==> src/rtl/gf_pkg.sv <==
// rtl/gf_pkg.sv - shared types and width helpers for the GF(2) polynomial arithmetic blocks
package gf_pkg;

    // Divider control states
    typedef enum logic [1:0] {
        IDLE = 2'd0,
        RUN  = 2'd1,
        DONE = 2'd2
    } gf_state_e;

    localparam int DATA_WIDTH_DEFAULT = 32;

    // Width of a product / dividend polynomial for a given operand width
    function automatic int prod_width(input int data_width);
        return 2 * data_width;
    endfunction

    // Counter width able to hold the full iteration count 2*DATA_WIDTH
    function automatic int cnt_width(input int data_width);
        return $clog2(2 * data_width + 1);
    endfunction

endpackage

==> src/rtl/gf_div_if.sv <==
// rtl/gf_div_if.sv - operand/result handshake bundle for gf_div (div_err present under GF_DIV_ZERO_ERR_EN)
interface gf_div_if
    import gf_pkg::*;
#(
    parameter int DATA_WIDTH = DATA_WIDTH_DEFAULT
);
    localparam int PW = prod_width(DATA_WIDTH);

    logic                  in_valid;
    logic                  in_ready;
    logic [PW-1:0]         dividend;
    logic [DATA_WIDTH-1:0] divisor;
    logic                  out_valid;
    logic                  out_ready;
    logic [PW-1:0]         quotient;
    logic [DATA_WIDTH-1:0] remainder;
`ifdef GF_DIV_ZERO_ERR_EN
    logic                  div_err;

    modport master (
        output in_valid, dividend, divisor, out_ready,
        input  in_ready, out_valid, quotient, remainder, div_err
    );

    modport slave (
        input  in_valid, dividend, divisor, out_ready,
        output in_ready, out_valid, quotient, remainder, div_err
    );
`else
    modport master (
        output in_valid, dividend, divisor, out_ready,
        input  in_ready, out_valid, quotient, remainder
    );

    modport slave (
        input  in_valid, dividend, divisor, out_ready,
        output in_ready, out_valid, quotient, remainder
    );
`endif

endinterface

==> src/rtl/gf_deg.sv <==
// rtl/gf_deg.sv - polynomial degree finder (priority encoder on the highest set coefficient)
module gf_deg #(
    parameter int DATA_WIDTH = 32
) (
    input  logic [DATA_WIDTH-1:0]         poly_i,
    output logic [$clog2(DATA_WIDTH)-1:0] deg_o,
    output logic                          zero_o
);
    localparam int DEG_W = $clog2(DATA_WIDTH);

    // Scan upward so the highest set coefficient wins; zero polynomial reports degree 0 with zero_o set
    always_comb begin
        deg_o  = '0;
        zero_o = 1'b1;
        for (int i = 0; i < DATA_WIDTH; i++) begin
            if (poly_i[i]) begin
                deg_o  = DEG_W'(i);
                zero_o = 1'b0;
            end
        end
    end

endmodule

==> src/rtl/gf_div.sv <==
// rtl/gf_div.sv - bit-serial GF(2) polynomial divider, one dividend bit per clock (optional GF_DIV_ZERO_ERR_EN adds div_err)
module gf_div
    import gf_pkg::*;
#(
    parameter int DATA_WIDTH = DATA_WIDTH_DEFAULT
) (
    input  logic     clk,
    input  logic     rst,
    gf_div_if.slave  bus
);
    localparam int PW = prod_width(DATA_WIDTH);
    localparam int CW = cnt_width(DATA_WIDTH);
    localparam int DW = $clog2(DATA_WIDTH);
    localparam int TW = $clog2(DATA_WIDTH + 1);

    gf_state_e             state_q, state_d;
    logic [PW-1:0]         d_q, d_d;
    logic [PW-1:0]         q_q, q_d;
    logic [DATA_WIDTH-1:0] v_q, v_d;
    logic [DATA_WIDTH-1:0] r_q, r_d;
    logic [DW-1:0]         deg_q, deg_d;
    logic [CW-1:0]         cnt_q, cnt_d;

    logic                  accept;
    logic [DW-1:0]         div_deg;
    logic                  div_zero;

    logic [DATA_WIDTH:0]   t_raw;
    logic [TW-1:0]         t_idx;
    logic                  qb;
    logic [DATA_WIDTH-1:0] r_next;

`ifdef GF_DIV_ZERO_ERR_EN
    logic                  err_q, err_d;
`endif

    gf_deg #(
        .DATA_WIDTH (DATA_WIDTH)
    ) u_deg (
        .poly_i (bus.divisor),
        .deg_o  (div_deg),
        .zero_o (div_zero)
    );

    assign accept = bus.in_valid && (state_q == IDLE);

    // One long-division step: bring down the next dividend bit, subtract the divisor if the lead term is set
    always_comb begin
        t_raw  = {r_q, d_q[PW-1]};
        t_idx  = TW'(deg_q);
        qb     = t_raw[t_idx];
        r_next = t_raw[DATA_WIDTH-1:0] ^ (qb ? v_q : '0);
    end

    // State register
    always_ff @(posedge clk) begin
        if (rst) begin
            state_q <= IDLE;
        end else begin
            state_q <= state_d;
        end
    end

    // Next-state: a zero divisor skips the iteration phase entirely
    always_comb begin
        state_d = state_q;
        case (state_q)
            IDLE: if (bus.in_valid) state_d = div_zero ? DONE : RUN;
            RUN:  if (cnt_q == CW'(1)) state_d = DONE;
            DONE: if (bus.out_ready) state_d = IDLE;
            default: state_d = IDLE;
        endcase
    end

    // Datapath next-state: load operands on accept, shift one bit per RUN cycle, hold otherwise
    always_comb begin
        d_d   = d_q;
        q_d   = q_q;
        v_d   = v_q;
        r_d   = r_q;
        deg_d = deg_q;
        cnt_d = cnt_q;
`ifdef GF_DIV_ZERO_ERR_EN
        err_d = err_q;
`endif
        if (accept) begin
            d_d   = bus.dividend;
            v_d   = bus.divisor;
            deg_d = div_deg;
            r_d   = '0;
            q_d   = '0;
            cnt_d = CW'(PW);
`ifdef GF_DIV_ZERO_ERR_EN
            err_d = div_zero;
`endif
        end else if (state_q == RUN) begin
            r_d   = r_next;
            q_d   = {q_q[PW-2:0], qb};
            d_d   = {d_q[PW-2:0], 1'b0};
            cnt_d = cnt_q - CW'(1);
        end
    end

    // Datapath registers; reset clears everything so an aborted operation leaves no residue
    always_ff @(posedge clk) begin
        if (rst) begin
            d_q   <= '0;
            q_q   <= '0;
            v_q   <= '0;
            r_q   <= '0;
            deg_q <= '0;
            cnt_q <= '0;
`ifdef GF_DIV_ZERO_ERR_EN
            err_q <= 1'b0;
`endif
        end else begin
            d_q   <= d_d;
            q_q   <= q_d;
            v_q   <= v_d;
            r_q   <= r_d;
            deg_q <= deg_d;
            cnt_q <= cnt_d;
`ifdef GF_DIV_ZERO_ERR_EN
            err_q <= err_d;
`endif
        end
    end

    // Outputs decode from state; results are exposed only in DONE and stay frozen under backpressure
    always_comb begin
        bus.in_ready  = (state_q == IDLE);
        bus.out_valid = (state_q == DONE);
        bus.quotient  = (state_q == DONE) ? q_q : '0;
        bus.remainder = (state_q == DONE) ? r_q : '0;
`ifdef GF_DIV_ZERO_ERR_EN
        bus.div_err   = (state_q == DONE) && err_q;
`endif
    end

endmodule
==> src/flat_wrapper.sv <==
// flat-port wrapper written by rule: the top's interface ports become plain ports
module gf_div_flat import gf_pkg::*;
#(
    parameter int DATA_WIDTH = DATA_WIDTH_DEFAULT
)
  (clk, rst, bus_in_valid, bus_dividend, bus_divisor, bus_out_ready, bus_in_ready, bus_out_valid, bus_quotient, bus_remainder);
  gf_div_if #(.DATA_WIDTH(DATA_WIDTH)) bus_i ();
  input  logic clk;
  input  logic rst;
  input wire logic [$bits(bus_i.in_valid)-1:0] bus_in_valid;
  input wire logic [$bits(bus_i.dividend)-1:0] bus_dividend;
  input wire logic [$bits(bus_i.divisor)-1:0] bus_divisor;
  input wire logic [$bits(bus_i.out_ready)-1:0] bus_out_ready;
  output wire logic [$bits(bus_i.in_ready)-1:0] bus_in_ready;
  output wire logic [$bits(bus_i.out_valid)-1:0] bus_out_valid;
  output wire logic [$bits(bus_i.quotient)-1:0] bus_quotient;
  output wire logic [$bits(bus_i.remainder)-1:0] bus_remainder;
  assign bus_i.in_valid = bus_in_valid;
  assign bus_i.dividend = bus_dividend;
  assign bus_i.divisor = bus_divisor;
  assign bus_i.out_ready = bus_out_ready;
  assign bus_in_ready = bus_i.in_ready;
  assign bus_out_valid = bus_i.out_valid;
  assign bus_quotient = bus_i.quotient;
  assign bus_remainder = bus_i.remainder;
  gf_div #(.DATA_WIDTH(DATA_WIDTH)) u_core (.clk(clk), .rst(rst), .bus(bus_i));
endmodule
==> config.mk <==
export PLATFORM = sky130hd
export DESIGN_NAME = gf_div_flat
export DESIGN_NICKNAME = d
export VERILOG_FILES = /design/src/rtl/gf_pkg.sv /design/src/rtl/gf_div_if.sv /design/src/rtl/gf_deg.sv /design/src/rtl/gf_div.sv /design/src/flat_wrapper.sv
export SDC_FILE = /design/constraint.sdc
export NUM_CORES = 1
export LEC_CHECK = 0
export ABC_AREA = 0
export CELL_PAD_IN_SITES_DETAIL_PLACEMENT = 0
export CELL_PAD_IN_SITES_GLOBAL_PLACEMENT = 1
export CORE_UTILIZATION = 35
export CTS_BUF_LIST = sky130_fd_sc_hd__clkbuf_8
export CTS_CLUSTER_SIZE = 28
export DETAILED_ROUTE_END_ITERATION = 6
export PLACE_DENSITY = 0.84
export SLEW_MARGIN = 40
export SYNTH_ARGS = -nofsm -noshare
export SYNTH_HDL_FRONTEND = slang
export SYNTH_SLANG_ARGS = --single-unit
==> constraint.sdc <==
create_clock -name clk -period 2.2 [get_ports clk]
set_clock_uncertainty 0.15 [all_clocks]
set_input_delay 0.22 -clock clk [delete_from_list [all_inputs] [get_ports clk]]
set_output_delay 0.22 -clock clk [all_outputs]
set_load 0.01 [all_outputs]
==> qor.csv <==
metric;value;unit
failed_checks;negative setup slack;
cts.sinks;206;
core_region_area;26100;um^2
dieArea;27200;um^2
ys_ff_latch;206;
grt-ovfl-total;0;
yosysUniqueCellTypes;41;
root_buffer;clkbuf_8;
critical_path_class;flop to flop;
synth_top_area_cell;dfxtp_1;
fin_nets;1499;
dr.pass1.iters;5;
fin_crit_sh;101;%
syn_area_per_cell;7.81;um^2
fillers;2595;
clock_path_buffers;3;
ant_nets;0;
synth_area;9300;um^2
avgRoutedWirePerCell;15.2;um
status;finished with violations;
initialDrtViolationCount;481;
first_global_vias;8235;
tightest_slew;0.661;ns
cts.clk_slew.worst_paths;0.06;ns
power.density;743;nW/um^2
synth.area.top_cells;dfxtp_1 (44%), a21oi_1 (11%), nand2_1 (11%);
tritoncts;yes;
irDropWorstVdd;448;uV
start_util;35.7;%
multi_input_area;4700;um^2
critical_path_arrival;2.48;ns
worstPathMaxFanout;8;
finalNonFillerCells;1755;
vias;8876;
leakage;0.00469;uW
synth_cells;1190;
synthTopCellsByCount;nand2_1 (269), dfxtp_1 (206), a21oi_1 (204);
cp-start-kind;flop;
seq_area;4130;um^2
wl;26600;um
ys.flop_type;dfxtp_1;
place_inst;1679;
cts_max_level;2;
drc;0;
yosysSeqAreaShare;44.4;%
period_minus_slack;2.23;ns
final_util;48.1;%
synth_warnings;0;
slew_headroom;56.0;%
grt_pass1_wl;42000;um
grt_max_degree;88;
die_x;165;um
synthArstFlopShare;0;%
setup_viol;6;
place.gp.congestion;0.849;
syn2layout_area_growth;34.8;%
antenna_found_initial;2;
critPathBufInv;2;
pin_count;198;
required;2.45;ns
die_h;165;um
dp_hpwl;17400;um
synth_enable_flop_cells;0;
slowest_stage;mux4_2;
fin_ws;-0.0284;ns
routed_via_density;5.06;
yosysMostFrequentCell;nand2_1;
gr-usage-all-layers;19.1;%
end_kind;flop;
num_rows;59;
synth_top_area_share;44.4;%
drive_above_1_share;15.4;%
rsz0062_at_grt;true;
cap_violations;0;
critical_path.cell_chain;mux4_2, a22o_1, a31oi_4, buf_12, buf_12, a31oi_1, xnor2_1, a21oi_1;
place_ws;-0.154;ns
cpMostUsedCell;buf_12;
clk_latency;0.52;ns
finalHoldViolations;0;
cpLargestDelayFamily;compound AO/OA/AOI/OAI gates;
drv_slew;0;
fmax;0.449;GHz
portBuffers;197;
hold_class;input port to flop;
crit_path_max_incr_delay;0.50;ns
cts-buffers-inserted;38;
synth_nets;1292;
[area by class of cell]
cell class	count	area share (%)
multi-input combinational	849	37.5
sequential	206	33.0
timing repair buffer	264	19.5
clock buffer	45	4.94
tap	335	3.34
inverter	38	1.14
clock inverter	17	0.609
antenna	1	0.0200
[sequential cells by signal, summed over array words and instances (netlist names)]
signal / cells
u_core.d_q: 64
u_core.q_q: 64
u_core.r_q: 32
u_core.v_q: 32
u_core.cnt_q: 7
u_core.deg_q: 5
u_core.state_q: 2
[worst register-to-register path: cells and delay by family (launching register included)]
| kind | cells | cell delay, ns |
|---|---|---|
| compound gates | 4 | 0.62 |
| xor+xnor | 1 | 0.18 |
| mux | 1 | 0.50 |
| buf+inv | 2 | 0.29 |
| flops | 1 | 0.37 |
[stage by stage]
| stage | hold slack (ns) | setup TNS [ns] | area, um^2 | power [uW] |
|---|---|---|---|---|
| 4_1_cts | 0.0883 | -0.595 | 12500 | 9380 |
| 6_report | 0.121 | -0.0594 | 12500 | 9310 |
| 5_1_grt | 0.103 | -2.13 | 12500 | 9800 |
| 3_3_place_gp | 0.292 | -0.338 | 11800 | 5830 |
| 2_1_floorplan | 0.201 | 0 | 9300 | 5200 |
| 3_5_place_dp | 0.296 | -1.61 | 11800 | 5850 |
[metal layers]
layer | track usage (%) | share of wire, % | up-vias
met5 | 0 | 0 | -
met4 | 5.59 | 2.0 | 0
met3 | 6.23 | 8.3 | 49
met2 | 29.8 | 45 | 243
met1 | 25.0 | 45 | 4137
li1 | - | - | 4447
[kinds of logic (layout without fill, tap and decap cells)]
family	Yosys count	after routing	synth area share [%]
buffers and inverters	135	364	6.38
xor gates and xnor gates	37	37	3.49
other	0	1	0
adders and majority gates	2	2	0.269
muxes	14	14	1.86
AOI/OAI and AO/OA	357	357	22.2
and+or+nand+nor	439	439	21.5
DFF	206	206	44.4
[cells in the final DEF (no fill, tap or decap), types with 5 or more instances in the layout]
master,Yosys,final
mux2i_1,12,12
clkdlybuf4s50_1,0,99
nand2_1,269,269
a22oi_1,66,66
clkdlybuf4s15_1,0,7
o21ai_0,37,37
nand2b_1,7,5
buf_2,0,59
buf_12,0,13
xnor2_1,35,32
nor3_1,9,9
dfxtp_1,206,203
nor4_1,8,8
buf_4,1,49
clkbuf_8,0,45
inv_1,38,49
clkbuf_2,0,5
dlygate4sd2_1,0,15
a31oi_1,32,26
nand3_1,7,7
a21oi_1,204,203
nor2_1,26,25
and2_1,99,97
clkdlybuf4s15_2,0,9
[final timing paths]
| kind | depth (start not counted) | endpoint | slack (ns) | from |
|---|---|---|---|---|
| min reg2reg | 2 | u_core.q_q[63] | 0.30 | u_core.q_q[63] |
| min | 3 | u_core.d_q[0] | 0.12 | bus_dividend[0] |
| max | 8 | u_core.r_q[0] | -0.03 | u_core.deg_q[0] |
| max reg2reg | 8 | u_core.r_q[0] | -0.03 | u_core.deg_q[0] |
[report_power, final]
part | internal [uW] | switching [uW]
Clock | 1840 | 1550
Sequential | 3970 | 183
Combinational | 794 | 975
Total | 6610 | 2700
[repair_timing]
item,4_1_cts,5_1_grt
buffers inserted,5,1
endpoints found under the setup margin,129,91
endpoints found under the hold margin,20,0
cloned,3,3
hold buffers,1,0
pin swaps,3,17
resized for setup,300,46
(Power assumes the default switching activity.)
